$ cat config.mk
export PLATFORM = sky130hd
export DESIGN_NAME = demux41_seq
export DESIGN_NICKNAME = d
export VERILOG_FILES = /design/src/rtl/demux41_seq.sv
export SDC_FILE = /design/constraint.sdc
export NUM_CORES = 1
export LEC_CHECK = 0
export BUFFER_PORTS_ARGS = -buffer_cell sky130_fd_sc_hd__buf_2
export CELL_PAD_IN_SITES_DETAIL_PLACEMENT = 1
export CELL_PAD_IN_SITES_GLOBAL_PLACEMENT = 1
export CORE_MARGIN = 2
export CORE_UTILIZATION = 42
export CTS_BUF_LIST = sky130_fd_sc_hd__clkbuf_4 sky130_fd_sc_hd__clkbuf_8 sky130_fd_sc_hd__clkbuf_16
export CTS_CLUSTER_SIZE = 24
export DETAILED_ROUTE_END_ITERATION = 16
export PLACE_DENSITY = 0.77
export SLEW_MARGIN = 20
export SYNTH_ARGS = -nofsm -noshare
export SYNTH_HDL_FRONTEND = slang
export SYNTH_SLANG_ARGS = --single-unit
$ cat constraint.sdc
create_clock -name clk -period 5 [get_ports clk]
set_input_delay 0.25 -clock clk [delete_from_list [all_inputs] [get_ports clk]]
set_output_delay 0.25 -clock clk [all_outputs]
set_load 0.05 [all_outputs]
$ cat src/rtl/demux41_seq.sv
`default_nettype none
// demux41_seq: routes a serial bit to one of four registered outputs.
// Tracks frames of four writes and flags overwrites in addressed mode.
module demux41_seq (
  input  logic       clk,
  input  logic       rst_n,
  input  logic       din,
  input  logic       din_valid,
  input  logic [1:0] sel,
  input  logic       mode,
  input  logic       clr,
  output logic       a,
  output logic       b,
  output logic       c,
  output logic       d,
  output logic       frame_valid,
  output logic       err,
  output logic [3:0] slot_mask
);

  typedef enum logic [1:0] {
    IDLE = 2'd0,
    FILL = 2'd1,
    DONE = 2'd2
  } state_t;

  state_t     state_q, state_d;
  logic [3:0] data_q, data_d;  // bit index equals slot code: bit3 = a
  logic [3:0] mask_q, mask_d;
  logic [1:0] cnt_q, cnt_d;
  logic       err_q, err_d;
  logic       fv_q, fv_d;
  logic       mode_q;

  logic [1:0] tgt;
  logic [3:0] onehot;
  logic [3:0] base_mask;
  logic [3:0] new_mask;

  always_comb begin
    tgt       = mode ? cnt_q : sel;
    onehot    = 4'b0001 << tgt;
    // A write in DONE opens a new frame, so the previous mask does not count.
    base_mask = (state_q == DONE) ? 4'b0000 : mask_q;
    new_mask  = base_mask | onehot;

    state_d = state_q;
    data_d  = data_q;
    mask_d  = mask_q;
    cnt_d   = cnt_q;
    err_d   = err_q;
    fv_d    = 1'b0;

    if (clr) begin
      state_d = IDLE;
      mask_d  = 4'b0000;
      cnt_d   = 2'd3;
      err_d   = 1'b0;
    end else if (mode != mode_q) begin
      state_d = IDLE;
      mask_d  = 4'b0000;
      cnt_d   = 2'd3;
    end else if (din_valid) begin
      data_d[tgt] = din;
      if (mode) begin
        cnt_d = cnt_q - 2'd1;
      end
      if (!mode && ((base_mask & onehot) != 4'b0000)) begin
        err_d = 1'b1;
      end else if (new_mask == 4'b1111) begin
        state_d = DONE;
        mask_d  = 4'b0000;
        fv_d    = 1'b1;
      end else begin
        state_d = FILL;
        mask_d  = new_mask;
      end
    end else if (state_q == DONE) begin
      state_d = IDLE;
    end
  end

  always_ff @(posedge clk or negedge rst_n) begin
    if (!rst_n) begin
      state_q <= IDLE;
      data_q  <= 4'b0000;
      mask_q  <= 4'b0000;
      cnt_q   <= 2'd3;
      err_q   <= 1'b0;
      fv_q    <= 1'b0;
      mode_q  <= 1'b0;
    end else begin
      state_q <= state_d;
      data_q  <= data_d;
      mask_q  <= mask_d;
      cnt_q   <= cnt_d;
      err_q   <= err_d;
      fv_q    <= fv_d;
      mode_q  <= mode;
    end
  end

  assign a           = data_q[3];
  assign b           = data_q[2];
  assign c           = data_q[1];
  assign d           = data_q[0];
  assign frame_valid = fv_q;
  assign err         = err_q;
  assign slot_mask   = mask_q;

endmodule
`default_nettype wire

Yosys cells after proc, flatten, opt, wreduce, memory -nomap -nowiden
Cells that the tools add are included.
{ "word_totals": {"regBits": 15, "input_bits": 8} }
{ "classes": {"addsub": 1, "order_cmp": 2, "n_eq_ne": 6, "shifts": 1, "n_mux": 29, "bitwise": 4, "reduce_logical": 14} }
{ "ops": {"columns": ["cell", "count"], "rows": [
  ["$mux W4", 6],
  ["$mux W2", 11],
  ["$mux W1", 10],
  ["$reduce_bool A4 Y1", 2],
  ["$reduce_and A2 Y1", 3],
  ["$reduce_and A3 Y1", 2],
  ["$reduce_bool A3 Y1", 2],
  ["$and A4 B4 Y4", 1],
  ["$bwmux W4", 1],
  ["$eq A4 B4 Y1 const B", 1],
  ["$ne A4 B4 Y1 const B", 1],
  ["$or A4 B4 Y4", 1],
  ["$reduce_bool A2 Y1", 2],
  ["$shl A1 B2 Y4 const A", 1],
  ["$lt A2 B3 Y1 const B", 1],
  ["$ne A3 B3 Y1 const B", 1],
  ["$demux W1 S2", 1],
  ["$eq A2 B2 Y1 const B", 1],
  ["$ge A2 B1 Y1 const B", 1],
  ["$logic_and A1 B1 Y1", 2],
  ["$ne A2 B2 Y1 const B", 1],
  ["$not A1 Y1", 2],
  ["$sub A2 B1 Y2 const B", 1],
  ["$logic_not A1 Y1", 1],
  ["$ne A1 B1 Y1", 1]
]} }

Logic depth before layout (Yosys ltp)
Gate-level depths: netlist of the first run.
{ "logic_depth": {"depth_word": 9, "mapped_depth": 8} }

Least setup slack after synthesis of the first run
Ideal clock, no wire load.
{ "synth_path": {"path_kind": "register -> register", "startpoint": "reg mask_q[1] (netlist: slot_mask[1])", "endpoint": "reg mask_q[0] (netlist: slot_mask[0])", "setup_ps": 121, "arrival_time_ps": 1868, "slack_ps": 3011, "stages_incl_launch_ff": 8, "n_path_buf": 1, "synth_period_minus_slack_ps": 1989, "cell_sequence": "dfrtp_1 inv_1 a21o_1 and4_1 or3_1 buf_2 and3_4 a22o_1"} }
{ "synth_between": {"elab_chain_cells": 8, "elab_cells_between_ends": 13, "classes_between": "eq/ne (2); mux (6); bitwise (2); reduce/logical (3)"} }
{ "synth_rtl": {"columns": ["item", "line_no", "text"], "rows": [
  ["start, declared", "29", "logic [3:0] mask_q, mask_d;"],
  ["start signal, assigned", "95", "mask_q <= mask_d;"],
  ["$mux W4 *", "44", "base_mask = (state_q == DONE) ? 4'b0000 : mask_q;"],
  ["$or A4 B4 Y4", "45", "new_mask = base_mask | onehot;"],
  ["$eq A4 B4 Y1", "70", "end else if (new_mask == 4'b1111) begin"],
  ["$mux W4", "70", null],
  ["$mux W4", "68", "if (!mode && ((base_mask & onehot) != 4'b0000)) begin"],
  ["$mux W4", "63", "end else if (din_valid) begin"],
  ["$mux W4", "59", "end else if (mode != mode_q) begin"],
  ["$mux W4", "54", "if (clr) begin"]
]} }
Mark *: on every way between the ends. The rest lies on a longest branch, timed or not. The select of a mux whose other input is x is not followed.
A chain may end at the register's enable or synchronous reset.

Final worst setup path of the first run
{ "layout_path": {"startpoint": "reg cnt_q[1]", "endpoint": "reg mask_q[2] (netlist: slot_mask[2])"} }
{ "layout_between": {"elab_chain_cells": 9, "elab_cells_between_ends": 14, "classes_between": "eq/ne (2); shift (1); mux (6); bitwise (2); reduce/logical (3)"} }
{ "layout_rtl": {"columns": ["item", "line_no", "text"], "rows": [
  ["start, declared", "30", "logic [1:0] cnt_q, cnt_d;"],
  ["start signal, assigned", "96", "cnt_q <= cnt_d;"],
  ["$mux W2 *", "41", "tgt = mode ? cnt_q : sel;"],
  ["$shl A1 B2 Y4 *", "42", "onehot = 4'b0001 << tgt;"],
  ["$or A4 B4 Y4", "45", null],
  ["$eq A4 B4 Y1", "70", null],
  ["$mux W4", "70", null],
  ["$mux W4", "68", null],
  ["$mux W4", "63", null],
  ["$mux W4", "59", null],
  ["$mux W4", "54", null]
]} }
Marks and branches as above.

==> flow_metrics.py, run 1 <==
metrics = {
    "outcome": {
        "outcome": "finished clean",
    },
    "setup_path": {
        "crit_chain": "and3_1 -> o21ai_0 -> and4_1 -> or3_1 -> and3_4 -> a22o_1",
        "crit_required_ps": 5180,
        "criticalPathCategory": "reg -> reg",
        "start_kind": "flip-flop",
        "rrSetupSlack_ps": 2870,
        "worstReg2RegEnd": "slot_mask[2]$_DFFE_PN0P_",
        "max_stage_delay_ps": 590,
        "r2r_cells": 6,
        "reg2reg_from": "cnt_q[1]$_DFFE_PN1P_",
        "path_max_fanout": 6,
        "arrival_ps": 2310,
        "endpoint_kind": "flip-flop",
        "cp_slowest_cell": "dfstp_2",
    },
    "logic_synthesis": {
        "netlist_area_um2": 846,
        "syn_nets": 95,
        "synthMuxAreaShare": 0.0666,
        "synth.distinct_cells": 37,
        "synthTopCellsByArea": "dfrtp_1, mux2_2, dfstp_2, nand2_1, a22o_1",
        "synth-edff-count": 0,
        "synth_cells": 87,
        "yosysSeqAreaShare": 0.447,
        "synthTopCellsByCount": "dfrtp_1, nand2_1, mux2_2",
        "yosys_warnings": 0,
        "synth_top_area_cell": "dfrtp_1",
        "synthFlopType": "dfrtp_1",
        "avgSynthCellArea_um2": 9.72,
        "yosysTopAreaCellShare": 0.385,
        "synth_most_common_cell": "dfrtp_1",
        "synth_top_family_by_area": "simple AND/OR/NAND/NOR gates",
        "yosys.area_share.simple": 0.306,
        "ys_ff_latch": 15,
        "synth_compound_area_frac": 0.136,
        "synthAdderAreaFrac": 0,
        "synthArstFlopShare": 1.00,
        "synth_xor_area_frac": 0.0104,
    },
    "sta": {
        "rsz0062_at_grt": "false",
        "fin_crit_ps": 2130,
        "fin_skew_ps": 4.99,
        "slew_violations": 0,
        "setup_viol": 0,
        "slew_headroom": 0.649,
        "finalCritPeriodShare": 0.426,
        "worst_slew_pin_slew_ps": 526,
        "finalHoldViolations": 0,
        "fmax_mhz": 469,
        "finalSetupTns_ps": 0,
        "finalWorstSetupSlack_ps": 2870,
    },
    "detailed_routing": {
        "num_vias": 721,
        "ant_nets": 0,
        "wl_um": 1940,
        "vias_per_cell": 5.42,
        "firstDrtPassIters": 4,
        "wl_per_cell_um": 14.6,
        "drt_iter0_drc": 16,
        "drc": 0,
    },
    "finish": {
        "drive_gt1_frac": 0.340,
        "fill_cells": 242,
        "diodes": 0,
        "stdcell_count": 133,
        "nets": 115,
        "synthToLayoutAreaGrowth_pct": 16.9,
        "multi_input_area_um2": 439,
        "register_area_um2": 378,
    },
    "floorplanning": {
        "rows": 16,
        "die_h_um": 48.9,
        "core_mm2": 0.00192,
        "dieWidth_um": 48.9,
        "die_area_mm2": 0.00239,
        "start_util": 0.440,
        "num_io_pins": 18,
    },
    "job": {
        "cap_violations": 0,
    },
    "global_route": {
        "grt_pass1_wl_um": 3410,
        "track_usage": 0.184,
        "grt_pass1_vias": 713,
        "grt-ovfl-total": 0,
        "grt_max_degree": 16,
        "grt_antenna_before_repair": 0,
    },
    "power_and_ir_drop": {
        "leakage_nw": 0.451,
        "p_int_w": 0.000183,
        "combPwrFrac": 0.261,
        "clock_power_share": 0.257,
        "p_seq_frac": 0.482,
        "p_per_area_mw_per_mm2": 286,
        "power.share.switching": 0.355,
        "p_sw_w": 0.000100,
        "ir_worst_vdd_v": 0.000135,
    },
    "clock_network": {
        "post_cts_resized": 0,
        "root_buffer": "clkbuf_4",
        "cts_made_buffers": 3,
        "tritoncts": "built",
        "post_cts_buffers": 0,
        "htree_levels": 1,
        "clk_latency_ps": 290,
        "cts_max_path_buffers": 2,
        "cts_sinks": 15,
        "path_clk_slew_ps": 100,
    },
    "hold_path": {
        "hold_start": "mode",
        "whs_path_depth": 1,
        "holdCritPathClass": "in -> reg",
        "hold_end": "mode_q$_DFF_PN0_",
    },
    "placed_design": {
        "place.gp.congestion": 0.857,
        "dp_hpwl_um": 1500,
        "dp_cells": 128,
        "dp_worst_setup_slack_ps": 2790,
        "portBuffers": 17,
    },
}
[metrics by stage]
stage	total power, W	hold WS [ps]	cell area [um2]	util
after floorplan	0.000192	-45.6	846	-
after global placement	0.000211	176	951	0.495
after detailed placement	0.000213	183	951	0.495
after CTS	0.000286	157	988	0.514
after global routing	0.000296	177	988	0.514
final	0.000283	162	988	0.514
[power by group through the flow]
stage	clock network [W]	registers, W	logic [W]
floorplan	0	0.000168	0.0000236
global placement	0	0.000138	0.0000727
detailed placement	0	0.000139	0.0000739
CTS	0.0000750	0.000136	0.0000746
global route	0.0000784	0.000138	0.0000791
finish	0.0000726	0.000136	0.0000739
[worst max-delay path, delay by kind of cell, from the launching register on]
kind | cells | cell delay [ps]
flip-flops | 1 | 590
AND/OR/NAND/NOR | 4 | 1100
AO/OA/AOI/OAI | 2 | 340
[flip-flops by register name (all words and copies together), names as in the netlist]
signal       cells
data_q           4
slot_mask        4
cnt_q            2
state_q          2
err              1
frame_valid      1
mode_q           1
[cells by family after synthesis]
kind of cell,Yosys count
AND/OR/NAND/NOR,43
AO/OA/AOI/OAI,16
flip-flops,15
buffers and inverters,7
multiplexers,5
XOR/XNOR,1
[cells in the final DEF, fill, tap and decap left out, drive strengths merged]
| cell type | count |
|---|---|
| buf | 17 |
| dfrtp | 13 |
| nand2 | 11 |
| mux2 | 5 |
| nand2b | 4 |
| nor3 | 4 |
| inv | 4 |
| or2 | 3 |
| nor3b | 3 |
| o21ai | 3 |
| o22ai | 3 |
| nor2 | 3 |
| a22o | 3 |
| clkbuf | 3 |
| and3 | 3 |
| nand3 | 2 |
| dfstp | 2 |
| and3b | 2 |
| a21oi | 1 |
| nand3b | 1 |
| or3b | 1 |
| nor4 | 1 |
| a21o | 1 |
| and4 | 1 |
| nor2b | 1 |
| or3 | 1 |
| xnor2 | 1 |
| a31o | 1 |
| o21a | 1 |
| or4 | 1 |
| o221ai | 1 |
| nand4b | 1 |
| o2111ai | 1 |
| o2bb2ai | 1 |
| clkinv | 1 |
| dlygate4sd3 | 1 |
[area by class of cell]
cell class | instances | share of cell area
well taps | 27 | 0.0342
clock inverters | 1 | 0.00506
inverters | 4 | 0.0152
repair buffers | 18 | 0.0962
clock buffers | 3 | 0.0228
flip-flops and latches | 15 | 0.382
multi-input cells | 65 | 0.444
[timing repair]
item / in CTS / in global routing
hold buffers: 1 / 0
endpoints found under the setup margin: 0 / 0
hold endpoints to repair: 13 / 0
[worst max-delay path by stage]
stage	slack (ps)	cells past startpoint	end	start
2_1_floorplan	3010	7	slot_mask[0]$_DFFE_PN0P_	slot_mask[1]$_DFFE_PN0P_
3_3_place_gp	2810	7	slot_mask[1]$_DFFE_PN0P_	mode
3_5_place_dp	2790	7	slot_mask[2]$_DFFE_PN0P_	mode
4_1_cts	2880	6	slot_mask[2]$_DFFE_PN0P_	cnt_q[0]$_DFFE_PN1P_
5_1_grt	2770	6	data_q[2]$_DFFE_PN0P_	mode_q$_DFF_PN0_
6_report	2870	6	slot_mask[2]$_DFFE_PN0P_	cnt_q[1]$_DFFE_PN1P_
[routing by layer]
metal / track usage / part of all wire / vias up
met2: 0.306 / 0.47 / 12
met3: 0.0429 / 0.038 / 4
li1: - / - / 355
met5: 0 / 0 / -
met4: 0.0429 / 0.011 / 0
met1: 0.243 / 0.48 / 350
Power figures use the tool's default switching activity.
==> run 2, diff against run 1 <==
--- a/config.mk
+++ b/config.mk
@@ -9,11 +9,11 @@
 export CELL_PAD_IN_SITES_DETAIL_PLACEMENT = 1
 export CELL_PAD_IN_SITES_GLOBAL_PLACEMENT = 1
 export CORE_MARGIN = 2
-export CORE_UTILIZATION = 42
+export CORE_UTILIZATION = 35
 export CTS_BUF_LIST = sky130_fd_sc_hd__clkbuf_4 sky130_fd_sc_hd__clkbuf_8 sky130_fd_sc_hd__clkbuf_16
 export CTS_CLUSTER_SIZE = 24
 export DETAILED_ROUTE_END_ITERATION = 16
-export PLACE_DENSITY = 0.77
+export PLACE_DENSITY = 0.69
 export SLEW_MARGIN = 20
 export SYNTH_ARGS = -nofsm -noshare
 export SYNTH_HDL_FRONTEND = slang
==> constraint.sdc (replaced) <==
create_clock -name clk -period 1.7 [get_ports clk]
set_input_delay 0.085 -clock clk [delete_from_list [all_inputs] [get_ports clk]]
set_output_delay 0.085 -clock clk [all_outputs]
set_load 0.05 [all_outputs]
==> flow_metrics.py, run 2 (synthesized netlist as in run 1, its figures left out) <==
metrics = {
    "placed_design": {
        "placed_cell_area_mm2": 0.00106,
        "dp_cells": 141,
        "dp_worst_setup_slack_ps": -284,
        "portBuffers": 17,
        "dp_hpwl_um": 1730,
        "place.gp.congestion": 0.802,
    },
    "finish": {
        "diodes": 0,
        "drive_gt1_frac": 0.521,
        "layout_common_cells": "buf_2, buf_4, dfrtp_1, nand2_1, mux2_2",
        "stdcell_count": 149,
        "final_common_cell": "buf_2",
        "synthToLayoutAreaGrowth_pct": 40.2,
        "fin_area_mm2": 0.00119,
        "nets": 130,
    },
    "clock_network": {
        "clk_latency_ps": 290,
        "htree_levels": 1,
        "root_buffer": "clkbuf_4",
        "tritoncts": "built",
        "cts_sinks": 15,
        "cts_made_buffers": 3,
        "path_clk_slew_ps": 90,
        "cts_max_path_buffers": 2,
    },
    "global_route": {
        "grt_pass1_vias": 815,
        "grt_pass1_wl_um": 4020,
        "track_usage": 0.209,
        "grt-ovfl-total": 0,
        "grt_antenna_before_repair": 0,
        "grt_max_degree": 16,
    },
    "power_and_ir_drop": {
        "power.share.switching": 0.345,
        "p_sw_w": 0.000304,
        "combPwrFrac": 0.284,
        "p_per_area_mw_per_mm2": 743,
        "p_seq_frac": 0.456,
        "ir_worst_vdd_v": 0.000683,
        "leakage_nw": 0.541,
        "p_int_w": 0.000578,
        "clock_power_share": 0.260,
    },
    "floorplanning": {
        "num_io_pins": 18,
        "dieWidth_um": 53.2,
        "die_area_mm2": 0.00283,
        "start_util": 0.375,
        "rows": 17,
        "die_h_um": 53.2,
        "core_mm2": 0.00225,
    },
    "setup_path": {
        "crit_chain": "nand3b_1 -> a21o_1 -> and4_4 -> or3_4 -> and3_4 -> a22o_1",
        "criticalPathCategory": "reg -> reg",
        "path_max_fanout": 5,
        "start_kind": "flip-flop",
        "worstSetupStartpoint": "cnt_q[0]$_DFFE_PN1P_",
        "crit_required_ps": 1880,
        "endpoint_kind": "flip-flop",
        "reg2reg_from": "cnt_q[0]$_DFFE_PN1P_",
        "arrival_ps": 2110,
        "cp_slowest_cell": "dfstp_2",
        "max_stage_delay_ps": 590,
    },
    "sta": {
        "finalHoldViolations": 0,
        "finalCritPeriodShare": 1.14,
        "fmax_mhz": 518,
        "hold-worst-slack_ps": 72.4,
        "rsz0062_at_grt": "true",
        "fin_crit_ps": 1930,
        "slew_violations": 0,
        "finalWorstSetupSlack_ps": -232,
        "fin_skew_ps": 1.69,
        "setup_viol": 8,
        "slew_headroom": 0.717,
        "finalSetupTns_ps": -1440,
        "worst_slew_pin_slew_ps": 424,
    },
    "detailed_routing": {
        "wl_um": 2390,
        "wl_per_cell_um": 16.0,
        "num_vias": 790,
        "drc": 0,
        "ant_nets": 0,
        "drt_iter0_drc": 5,
        "firstDrtPassIters": 3,
        "vias_per_cell": 5.30,
    },
    "outcome": {
        "outcome": "complete, but fails checks",
        "violations": "setup timing",
    },
    "job": {
        "cap_violations": 0,
    },
    "hold_path": {
        "hold_start": "din",
        "holdCritPathClass": "in -> reg",
    },
}
## run 2: cell count changes in the layout (fill, tap and decap cells not counted), moves of 2 or more
cell / delta
or2_4: +2
buf_4: +14
o21ai_0: -2
or2_2: -2
o21ai_1: +2
## run 2: critical path, delay by kind of cell (launching register included)
family           cells  cell delay (ps)
AO/OA/AOI/OAI        2              400
flip-flops           1              590
AND/OR/NAND/NOR      4              830
## run 2: repair_timing
item                                   CTS  global route
endpoints found under the hold margin   15             0
setup endpoints to repair                8            11
hold buffers                             1             0
gates resized for setup                  6             8
pin swaps                                7             4
buffers inserted                         3             0
## run 2: path summary, 6_finish.rpt
check / end / slack [ps] / depth (start not counted)
max: slot_mask[0]$_DFFE_PN0P_ / -230 / 6
min: data_q[0]$_DFFE_PN0P_ / 70 / 2
max in group asynchronous: cnt_q[0]$_DFFE_PN1P_ / 1170 / 2
max reg2reg: slot_mask[0]$_DFFE_PN0P_ / -230 / 6
min reg2reg: data_q[3]$_DFFE_PN0P_ / 520 / 1
min in group asynchronous: mode_q$_DFF_PN0_ / 230 / 2
## run 2: cell type report
class	count	area, um2
sequential	15	379
tap	28	35.0
multi-input combinational	65	515
fill	280	1070
inverter	4	15.0
timing repair buffer	33	211
clock buffer	4	30.0
## run 2: metrics by stage
step	power [W]	utilization
2_1_floorplan	0.000569	-
3_3_place_gp	0.000640	0.469
3_5_place_dp	0.000644	0.469
4_1_cts	0.000886	0.515
5_1_grt	0.000926	0.526
6_report	0.000882	0.526
## run 2: power groups by stage
stage / registers, W / logic, W / clock network (W)
after detailed placement: 0.000408 / 0.000235 / 0
final: 0.000402 / 0.000251 / 0.000229
after global placement: 0.000407 / 0.000232 / 0
after CTS: 0.000402 / 0.000246 / 0.000238
after floorplan: 0.000496 / 0.0000736 / 0
after global routing: 0.000406 / 0.000268 / 0.000252
## run 2: routing by layer
layer  vias up  share of wire  track usage  routed length (um)
met5         -              0            0                   0
met4         0          0.019        0.103                  46
met3         4          0.031       0.0367                  73
met2        15           0.50        0.358                1190
met1       383           0.45        0.248                1080
li1        388              -            -                   -
